[src/rtl/timing_pkg.sv]
// rtl/timing_pkg.sv - shared types and constants for the LVDA master timing generator
package timing_pkg;

  typedef enum logic [2:0] {
    TG_IDLE = 3'd0,
    TG_W    = 3'd1,
    TG_X    = 3'd2,
    TG_Y    = 3'd3,
    TG_Z    = 3'd4
`ifdef TIMING_DEADBAND_EN
    ,
    TG_GAP  = 3'd5
`endif
  } tg_state_t;

  localparam logic [1:0] SLOT_W = 2'd0;
  localparam logic [1:0] SLOT_X = 2'd1;
  localparam logic [1:0] SLOT_Y = 2'd2;
  localparam logic [1:0] SLOT_Z = 2'd3;

  localparam int PHASE_COUNT = 4;

  function automatic logic is_slot(tg_state_t s);
    return (s == TG_W) || (s == TG_X) || (s == TG_Y) || (s == TG_Z);
  endfunction

  function automatic logic [1:0] slot_of(tg_state_t s);
    case (s)
      TG_X:    return SLOT_X;
      TG_Y:    return SLOT_Y;
      TG_Z:    return SLOT_Z;
      default: return SLOT_W;
    endcase
  endfunction

  function automatic tg_state_t slot_state(logic [1:0] idx);
    case (idx)
      SLOT_X:  return TG_X;
      SLOT_Y:  return TG_Y;
      SLOT_Z:  return TG_Z;
      default: return TG_W;
    endcase
  endfunction

endpackage

[src/rtl/timing_bt_counter.sv]
// rtl/timing_bt_counter.sv - bit-time / phase-time counter pair with wrap
module timing_bt_counter
  import timing_pkg::*;
#(
  parameter int BITS_PER_PHASE = 14
) (
  input  logic       clk,
  input  logic       rst,
  input  logic       advance,
  output logic [3:0] bt,
  output logic [1:0] ph,
  output logic       wrap
);

  // Last bit time of the phase: the next advance rolls into a new phase.
  always_comb begin
    wrap = (bt == 4'(BITS_PER_PHASE - 1));
  end

  // Step one bit time per advance; phase wraps 3 -> 0.
  always_ff @(posedge clk) begin
    if (rst) begin
      bt <= 4'd0;
      ph <= 2'd0;
    end else if (advance) begin
      if (wrap) begin
        bt <= 4'd0;
        ph <= (ph == 2'(PHASE_COUNT - 1)) ? 2'd0 : ph + 2'd1;
      end else begin
        bt <= bt + 4'd1;
      end
    end
  end

endmodule

[src/rtl/timing_gen.sv]
// rtl/timing_gen.sv - W/X/Y/Z drive sequencer with run/stop/step control; optional TIMING_DEADBAND_EN
module timing_gen
  import timing_pkg::*;
#(
  parameter int SLOT_CYCLES    = 4,
  parameter int BITS_PER_PHASE = 14
) (
  input  logic       SIM_CLK,
  input  logic       SIM_RST,
  input  logic       RUN,
  input  logic       STEP,
  output logic       WDA,
  output logic       XDA,
  output logic       YDA,
  output logic       ZDA,
  output logic [3:0] BT,
  output logic [1:0] PH,
  output logic       BT_START,
  output logic       PH_START,
  output logic       HALTED
);

  tg_state_t  state;
  tg_state_t  next_state;
  logic [7:0] sc;
  logic       slot_last;
  logic       advance;
  logic       wrap;

  logic [3:0] drive_d;
  logic       bt_start_d;
  logic       ph_start_d;
  logic       halted_d;

`ifdef TIMING_DEADBAND_EN
  logic [1:0] last_slot;
`endif

  timing_bt_counter #(
    .BITS_PER_PHASE(BITS_PER_PHASE)
  ) u_bt_counter (
    .clk    (SIM_CLK),
    .rst    (SIM_RST),
    .advance(advance),
    .bt     (BT),
    .ph     (PH),
    .wrap   (wrap)
  );

  always_comb begin
    slot_last = (sc == 8'(SLOT_CYCLES - 1));
  end

  // State register plus the in-slot cycle counter (cleared on every state change).
  always_ff @(posedge SIM_CLK) begin
    if (SIM_RST) begin
      state <= TG_IDLE;
      sc    <= 8'd0;
    end else begin
      state <= next_state;
      if (next_state != state || !is_slot(state)) begin
        sc <= 8'd0;
      end else begin
        sc <= sc + 8'd1;
      end
    end
  end

`ifdef TIMING_DEADBAND_EN
  // Remember which slot a GAP follows so the GAP knows where to go next.
  always_ff @(posedge SIM_CLK) begin
    if (SIM_RST) begin
      last_slot <= SLOT_W;
    end else if (is_slot(state)) begin
      last_slot <= slot_of(state);
    end
  end
`endif

  // Next-state logic; the bit time ends (and run control is sampled) after the Z slot.
  always_comb begin
    next_state = state;
    advance    = 1'b0;
    case (state)
      TG_IDLE: begin
        if (RUN || STEP) next_state = TG_W;
      end
      TG_W, TG_X, TG_Y: begin
        if (slot_last) begin
`ifdef TIMING_DEADBAND_EN
          next_state = TG_GAP;
`else
          next_state = slot_state(slot_of(state) + 2'd1);
`endif
        end
      end
      TG_Z: begin
        if (slot_last) begin
`ifdef TIMING_DEADBAND_EN
          next_state = TG_GAP;
`else
          advance    = 1'b1;
          next_state = RUN ? TG_W : TG_IDLE;
`endif
        end
      end
`ifdef TIMING_DEADBAND_EN
      TG_GAP: begin
        if (last_slot == SLOT_Z) begin
          advance    = 1'b1;
          next_state = RUN ? TG_W : TG_IDLE;
        end else begin
          next_state = slot_state(last_slot + 2'd1);
        end
      end
`endif
      default: next_state = TG_IDLE;
    endcase
  end

  // Output decode from the upcoming state so every output can be registered.
  always_comb begin
    drive_d = 4'b0000;
    if (is_slot(next_state)) begin
      drive_d[slot_of(next_state)] = 1'b1;
    end
    bt_start_d = (next_state == TG_W) && (state != TG_W);
    // A new bit time starting at BT=0 is either a wrap advance or a resume/start at 0.
    ph_start_d = bt_start_d && (advance ? wrap : (BT == 4'd0));
    halted_d   = (next_state == TG_IDLE);
  end

  // Registered outputs; reset drops any active drive on the next edge.
  always_ff @(posedge SIM_CLK) begin
    if (SIM_RST) begin
      WDA      <= 1'b0;
      XDA      <= 1'b0;
      YDA      <= 1'b0;
      ZDA      <= 1'b0;
      BT_START <= 1'b0;
      PH_START <= 1'b0;
      HALTED   <= 1'b1;
    end else begin
      WDA      <= drive_d[SLOT_W];
      XDA      <= drive_d[SLOT_X];
      YDA      <= drive_d[SLOT_Y];
      ZDA      <= drive_d[SLOT_Z];
      BT_START <= bt_start_d;
      PH_START <= ph_start_d;
      HALTED   <= halted_d;
    end
  end

endmodule

[config.mk]
export PLATFORM = sky130hd
export DESIGN_NAME = timing_gen
export DESIGN_NICKNAME = d
export VERILOG_FILES = /design/src/rtl/timing_pkg.sv /design/src/rtl/timing_bt_counter.sv /design/src/rtl/timing_gen.sv
export SDC_FILE = /design/constraint.sdc
export NUM_CORES = 1
export LEC_CHECK = 0
export CELL_PAD_IN_SITES_DETAIL_PLACEMENT = 1
export CELL_PAD_IN_SITES_GLOBAL_PLACEMENT = 2
export CORE_ASPECT_RATIO = 0.6
export CORE_MARGIN = 2
export CORE_UTILIZATION = 32
export CTS_BUF_LIST = sky130_fd_sc_hd__clkbuf_8 sky130_fd_sc_hd__clkbuf_16
export DETAILED_ROUTE_END_ITERATION = 7
export HOLD_SLACK_MARGIN = 0.12
export PLACE_DENSITY = 0.88
export SLEW_MARGIN = 20
export SYNTH_ARGS = -nofsm -noshare
export SYNTH_HDL_FRONTEND = slang
export SYNTH_SLANG_ARGS = --single-unit
[constraint.sdc]
create_clock -name SIM_CLK -period 2.1 [get_ports SIM_CLK]
set_input_delay 0.21 -clock SIM_CLK [delete_from_list [all_inputs] [get_ports SIM_CLK]]
set_output_delay 0.21 -clock SIM_CLK [all_outputs]
set_load 0.05 [all_outputs]
==> results of run 1 <==
state kept, by name, summed over array words and instances, names as in the netlist:
signal and cells:
sc 8, u_bt_counter.ph 2, state 3, PH_START 1, YDA 1, BT_START 1, ZDA 1, u_bt_counter.bt 4
XDA 1, WDA 1, HALTED 1
per-layer routing:
| metal | routed length (um) | up-vias |
|---|---|---|
| met1 | 1300 | 446 |
| met2 | 1170 | 18 |
| met5 | 0 | - |
| li1 | - | 453 |
| met4 | 27 | 0 |
| met3 | 103 | 2 |
power by group through the flow:
stage	Clock [mW]	Combinational, mW	Sequential (mW)
finish	0.318	0.0776	0.468
global route	0.354	0.0833	0.469
global placement	0	0.0759	0.478
CTS	0.328	0.0776	0.468
floorplan	0	0.0285	0.497
detailed placement	0	0.0775	0.478
synth_stat cells, types with 3 or more instances:
cell type / n
sky130_fd_sc_hd__nor2_1: 10
sky130_fd_sc_hd__nor3_1: 9
sky130_fd_sc_hd__a2111oi_2: 3
sky130_fd_sc_hd__o21ai_1: 4
sky130_fd_sc_hd__inv_1: 5
sky130_fd_sc_hd__mux2i_1: 3
sky130_fd_sc_hd__xor2_1: 4
sky130_fd_sc_hd__a31oi_1: 3
sky130_fd_sc_hd__nand3_1: 4
sky130_fd_sc_hd__a21oi_1: 8
sky130_fd_sc_hd__o21bai_1: 3
sky130_fd_sc_hd__dfxtp_1: 24
sky130_fd_sc_hd__xnor2_1: 3
logic make-up after synthesis:
logic type      after synthesis
buf+inv                       9
simple gates                 42
compound gates               25
flops                        24
fa+ha+maj                     2
xor+xnor                      7
mux                           4
cell type report:
cell class	count	share of cell area, %
multi-input cells	80	42.2
flip-flops and latches	24	34.8
repair buffers	19	13.2
well taps	45	4.08
clock buffers	4	3.99
inverters	6	1.63
worst reg2reg max path: stages, from the launching register on:
cell and delay (ps):
sky130_fd_sc_hd__dfxtp_1 390, sky130_fd_sc_hd__ha_1 260, sky130_fd_sc_hd__or3b_2 540, sky130_fd_sc_hd__nor4_4 410, sky130_fd_sc_hd__mux2i_1 230, sky130_fd_sc_hd__nor2_1 50
per-stage QoR:
stage,cell area (sq um),setup WS [ps]
final,1380,138
after global routing,1380,9.95
after CTS,1380,131
after detailed placement,1330,147
after global placement,1330,206
after floorplan,1100,313
how the worst max path moves through the flow:
stage               start                  to  slack (ps)  cells past startpoint
CTS                 sc[0]  u_bt_counter.ph[0]         130                      5
finish              sc[0]  u_bt_counter.ph[1]         140                      5
global placement    sc[0]  u_bt_counter.ph[0]         210                      5
global route        sc[0]               sc[1]          10                      5
detailed placement  sc[0]  u_bt_counter.ph[0]         150                      5
floorplan           sc[0]  u_bt_counter.ph[0]         310                      5
==> run_results.csv, run 1 <==
group,metric,value,unit
floorplan,rows,16,
global_route,grt_remaining_overflow,0,
timing,timing_hold_violations_final,0,
worst_hold_path,hold_path_end,"sc[0]",
finish,most-common-layout-cells,"sky130_fd_sc_hd__dfxtp_1, sky130_fd_sc_hd__clkdlybuf4s50_1, sky130_fd_sc_hd__nor2_1",
worst_hold_path,holdPathStages,1,
route,drc,0,
synth,synth_area_leaders,"sky130_fd_sc_hd__dfxtp_1, sky130_fd_sc_hd__nor3_1, sky130_fd_sc_hd__a2111oi_2",
finish,share_of_layout_cells_above_drive_strength_1,15.0,%
synth,synth-adder-area-share,2.28,%
global_route,largest_net_degree_at_the_start_of_global_routing,14,
clock_network,post_cts_resized,0,
setup_path,worstPathRequired,2270,ps
power_and_ir_drop,vdd.ir_drop.worst,363,uV
setup_path,setup.worst_path.start_class,"flip-flop",
placed_design,dp_hpwl,1980,um
route,iteration_count_of_the_initial_detailed_routing_pass,4,
clock_network,insertion_delay_of_the_later_clocked_pin_in_the_worst_skew_pair,270,ps
synth,syn_std_cell_area,1100,sq um
clock_network,cts_tree,"done",
synth,yosys.area_share.simple,25.3,%
timing,timing.hold.ws,494,ps
placed_design,final_weighted_congestion_in_routability_driven_placement,0.746,
setup_path,worstPathCellList,"ha_1, or3b_2, nor4_4, mux2i_1, nor2_1",
setup_path,timing.critical_path.buf_inv,0,
clock_network,clock_tree.htree_level_count,1,
global_route,grt_pass1_vias,946,
worst_hold_path,worstHoldStart,"sc[0]",
finish,final_util,42.3,%
synth,synthDominantAreaCellType,"sky130_fd_sc_hd__dfxtp_1",
timing,fmax,510,MHz
synth,ys_types,37,
synth,synth_flop_type,"sky130_fd_sc_hd__dfxtp_1",
worst_hold_path,hold_path_class,"reg -> reg",
synth,synth-compound-area-share,15.8,%
timing,slew_headroom,66.8,%
power_and_ir_drop,p_seq_share,54.2,%
clock_network,cts.reportedPaths.clkPinSlew,80,ps
timing,finalSetupTns,0,ps
setup_path,cp-end-kind,"flip-flop",
floorplan,fp.dieArea,3930,sq um
synth,postSynthRegisterBits,24,
global_route,busiest_layer,"met2",
floorplan,die_w,79.6,um
placed_design,io_buffer_count,16,
route,route.antenna.remaining_nets,0,
finish,layout_commonest_cell,"sky130_fd_sc_hd__dfxtp_1",
synth,synth_largest_type_area_fraction,43.7,%
finish,antenna-diode-count,0,
power_and_ir_drop,powerDensity,626,nW/um^2
global_route,use_met1,21.8,%
timing,grt_setup_unrepaired,"false",
finish,layout.filler_cells,374,
finish,area.growth.synth_to_final,25.6,%
route,wirelength,2600,um
synth,post_synth_mux_area_share,4.10,%
clock_network,cts.path.max_buffers,2,
run_status,outcome,"complete, no violations",
global_route,grt_first_pass_wirelength,4730,um
timing,crit_path_time_final,1960,ps
timing,tightest_slew,497,ps
global_route,use_met3,3.89,%
power_and_ir_drop,total_power_of_the_final_layout,0.863,mW
setup_path,rrSetupSlack,140,ps
power_and_ir_drop,p_comb_share,9.0,%
floorplan,core,3260,sq um
setup_path,r2r_cells,5,
synth,yosysWarningCount,0,
global_route,antenna_violations_before_repair,0,
power_and_ir_drop,internal_power,0.658,mW
finish,layout.cells.non_filler,178,
synth,yosys.area_share.xor_xnor,5.58,%
clock_network,numCtsBuffers,3,
clock_network,ctsRootBufferMaster,"sky130_fd_sc_hd__clkbuf_8",
synth,proportion_of_synthesized_chip_area_in_sequential_cells,43.7,%
floorplan,fp.dieH,49.4,um
power_and_ir_drop,swShare,23.8,%
floorplan,initial_utilization,33.7,%
setup_path,path_delay_family,"simple AND/OR/NAND/NOR gates",
setup_path,r2r_end,"u_bt_counter.ph[1]",
job,cap_viol_max_count,0,
clock_network,clkSinkCount,24,
synth,async_flop_share,0,%
finish,multi_input_comb_area,583,sq um
power_and_ir_drop,power.leakage,0.479,nW
global_route,global_route.usage.total,15.5,%
route,drt-wirelength-per-cell,14.6,um
floorplan,io_pins,17,
finish,layout.area.seq,480,sq um
synth,syn_avg_cell_area,9.72,sq um
power_and_ir_drop,power_frac_clock,36.8,%
finish,design.final.nets,140,
timing,finalSetupViolCount,0,
synth,synthesis.nets,119,
placed_design,dpl.cell_count,174,
timing,finalCritPeriodShare,93.4,%
synth,synthesis.instances,113,
power_and_ir_drop,net-switching-power,0.205,mW
setup_path,r2r-start,"sc[0]",
setup_path,worst-path-max-fanout,5,
synth,largest_family_of_logic_cells_by_synthesized_area,"simple AND/OR/NAND/NOR gates",
setup_path,worst_path_max_delay_cell,"sky130_fd_sc_hd__or3b_2",
global_route,met2_routing_resource_usage_after_global_routing,23.2,%
clock_network,hold_buffers,0,
synth,synth_edf_count,0,
timing,worst_clock_skew,2.45,ps
route,iteration_0_drc_count_of_the_detailed_router,36,
route,avgViaCountPerCell,5.16,
timing,drv_slew,0,
setup_path,criticalPathCategory,"reg -> reg",
setup_path,critical_path_arrival,2130,ps
setup_path,critical_path.max_stage_delay,540,ps
clock_network,cts.repair_timing.setup_buffer_count,0,
route,via_count,919,
Power figures use the tool's default switching activity.
==> run 2: changes to the inputs <==
--- a/config.mk
+++ b/config.mk
@@ -7,10 +7,11 @@
 export LEC_CHECK = 0
 export CELL_PAD_IN_SITES_DETAIL_PLACEMENT = 1
 export CELL_PAD_IN_SITES_GLOBAL_PLACEMENT = 2
-export CORE_ASPECT_RATIO = 0.6
+export CORE_ASPECT_RATIO = 1.2
 export CORE_MARGIN = 2
 export CORE_UTILIZATION = 32
 export CTS_BUF_LIST = sky130_fd_sc_hd__clkbuf_8 sky130_fd_sc_hd__clkbuf_16
+export CTS_CLUSTER_SIZE = 10
 export DETAILED_ROUTE_END_ITERATION = 7
 export HOLD_SLACK_MARGIN = 0.12
 export PLACE_DENSITY = 0.88
==> run 2 against run 1 <==
Non-clock buffer count fell by 2. Via count fell by 1.6%. Sequential cell count did not move. Sequential share of layout area rose by 0.64 points. First-iteration DRC count fell by 67%. Largest cell class unchanged. Critical endpoint unchanged.
==> run_results.csv, run 2 (synthesized netlist as in run 1, its figures left out) <==
group,metric,value,unit
floorplan,io_pins,17,
global_route,grt_first_pass_wirelength,4170,um
finish,largest_register_ffs,8,
clock_network,cts.repair_timing.setup_buffer_count,0,
timing,grt_setup_unrepaired,"false",
finish,layout.cells.non_filler,168,
clock_network,insertion_delay_of_the_later_clocked_pin_in_the_worst_skew_pair,260,ps
timing,finalSetupTns,0,ps
route,avgViaCountPerCell,5.38,
setup_path,r2r_cells,5,
placed_design,dp_hpwl,1910,um
power_and_ir_drop,vdd.ir_drop.worst,314,uV
placed_design,dpl.cell_count,164,
clock_network,clock_tree.htree_level_count,1,
setup_path,worstPathRequired,2240,ps
finish,share_of_layout_cells_above_drive_strength_1,13.7,%
timing,slew_headroom,65.5,%
floorplan,fp.dieH,68.2,um
placed_design,io_buffer_count,16,
route,iteration_0_drc_count_of_the_detailed_router,12,
placed_design,final_weighted_congestion_in_routability_driven_placement,0.810,
power_and_ir_drop,power.leakage,0.469,nW
floorplan,rows,23,
power_and_ir_drop,powerDensity,629,nW/um^2
global_route,global_route.usage.total,13.7,%
clock_network,cts.reportedPaths.clkPinSlew,80,ps
setup_path,worstSetupPathDepth,5,
setup_path,worstPathCellList,"ha_1, or3b_2, nor4_4, mux2i_1, nor2_1",
floorplan,fp.dieArea,3920,sq um
job,cap_viol_max_count,0,
finish,area.growth.synth_to_final,23.3,%
finish,largest_registers,"sc (8), u_bt_counter.bt (4), state (3)",
finish,layout.filler_cells,392,
setup_path,criticalPathCategory,"reg -> reg",
route,drc,0,
global_route,largest_net_degree_at_the_start_of_global_routing,14,
floorplan,core,3310,sq um
route,iteration_count_of_the_initial_detailed_routing_pass,4,
setup_path,worst_path_max_delay_cell,"sky130_fd_sc_hd__or3b_2",
setup_path,timing.critical_path.buf_inv,0,
route,via_count,904,
finish,final_util,40.9,%
setup_path,worst-path-max-fanout,5,
timing,worst_clock_skew,1.76,ps
clock_network,cts_tree,"done",
setup_path,path_delay_family,"simple AND/OR/NAND/NOR gates",
clock_network,post_cts_resized,0,
timing,fmax,503,MHz
floorplan,initial_utilization,33.2,%
route,wl_met3,71,um
timing,tightest_slew,515,ps
worst_hold_path,hold_path_class,"reg -> reg",
route,highest_layer,"met4",
global_route,grt_pass1_vias,913,
finish,multi_input_comb_area,583,sq um
global_route,antenna_violations_before_repair,0,
timing,finalCritPeriodShare,94.6,%
setup_path,critical_path_arrival,2130,ps
setup_path,cp-end-kind,"flip-flop",
clock_network,clkSinkCount,24,
route,wirelength,2510,um
global_route,grt_remaining_overflow,0,
route,drt-wirelength-per-cell,15.0,um
setup_path,critical_path.max_stage_delay,540,ps
timing,drv_slew,0,
worst_hold_path,holdPathStages,1,
clock_network,cts.path.max_buffers,2,
timing,timing.hold.ws,492,ps
route,route.met2.wl,1320,um
timing,finalSetupViolCount,0,
finish,most-common-layout-cells,"sky130_fd_sc_hd__dfxtp_1, sky130_fd_sc_hd__clkdlybuf4s50_1, sky130_fd_sc_hd__nor2_1",
finish,antenna-diode-count,0,
finish,layout_commonest_cell,"sky130_fd_sc_hd__dfxtp_1",
clock_network,ctsRootBufferMaster,"sky130_fd_sc_hd__clkbuf_8",
floorplan,die_w,57.5,um
route,m1WireLength,1100,um
setup_path,setup.worst_path.start_class,"flip-flop",
clock_network,numCtsBuffers,3,
finish,layout.area.seq,480,sq um
clock_network,hold_buffers,0,
run_status,outcome,"complete, no violations",
finish,design.final.nets,138,
setup_path,rrSetupSlack,110,ps
timing,timing_hold_violations_final,0,
finish,register_containing_the_most_flip_flops_in_the_final_layout,"sc",
route,route.antenna.remaining_nets,0,
timing,crit_path_time_final,1990,ps
-- run 2: cell types whose count changed in the layout (fill, tap and decap cells not counted) --
cell / before / now
sky130_fd_sc_hd__buf_4: 3 / 1
-- run 2: worst reg2reg max path, stage by stage (launching register included) --
cell and delay (ps):
sky130_fd_sc_hd__dfxtp_1 380, sky130_fd_sc_hd__ha_1 270, sky130_fd_sc_hd__or3b_2 540, sky130_fd_sc_hd__nor4_4 360
sky130_fd_sc_hd__mux2i_1 250, sky130_fd_sc_hd__nor2_1 50
-- run 2: path summary, 6_finish.rpt --
kind	end	startpoint
setup / recovery	u_bt_counter.ph[1]	sc[0]
hold / removal	sc[0]	sc[0]
setup reg to reg	u_bt_counter.ph[1]	sc[0]
hold reg to reg	sc[0]	sc[0]
-- run 2: power breakdown --
part	switching, mW	total (mW)	leakage (nW)	internal [mW]
Sequential	0.00528	0.468	0.195	0.463
Clock	0.142	0.310	0.0288	0.167
Combinational	0.0487	0.0742	0.245	0.0255
Total	0.196	0.852	0.469	0.655
-- run 2: per-layer routing --
metal	GRT usage [%]	up-vias
met4	6.10	0
li1	-	447
met5	0	-
met2	25.6	15
met1	16.0	438
met3	1.13	4
-- run 2: layout make-up --
cell class / instances / share of cell area (%)
Multi-Input combinational cell: 80 / 43.0
Sequential cell: 24 / 35.5
Timing Repair Buffer: 17 / 12.4
Clock buffer: 4 / 4.06
Tap cell: 37 / 3.42
Inverter: 6 / 1.66
-- run 2: stage by stage --
step / power (mW) / setup WS, ps / instance area (sq um)
6_report: 0.852 / 114 / 1360
5_1_grt: 0.881 / 22.0 / 1360
4_1_cts: 0.867 / 113 / 1360
3_5_place_dp: 0.554 / 128 / 1300
3_3_place_gp: 0.551 / 205 / 1300
2_1_floorplan: 0.526 / 313 / 1100
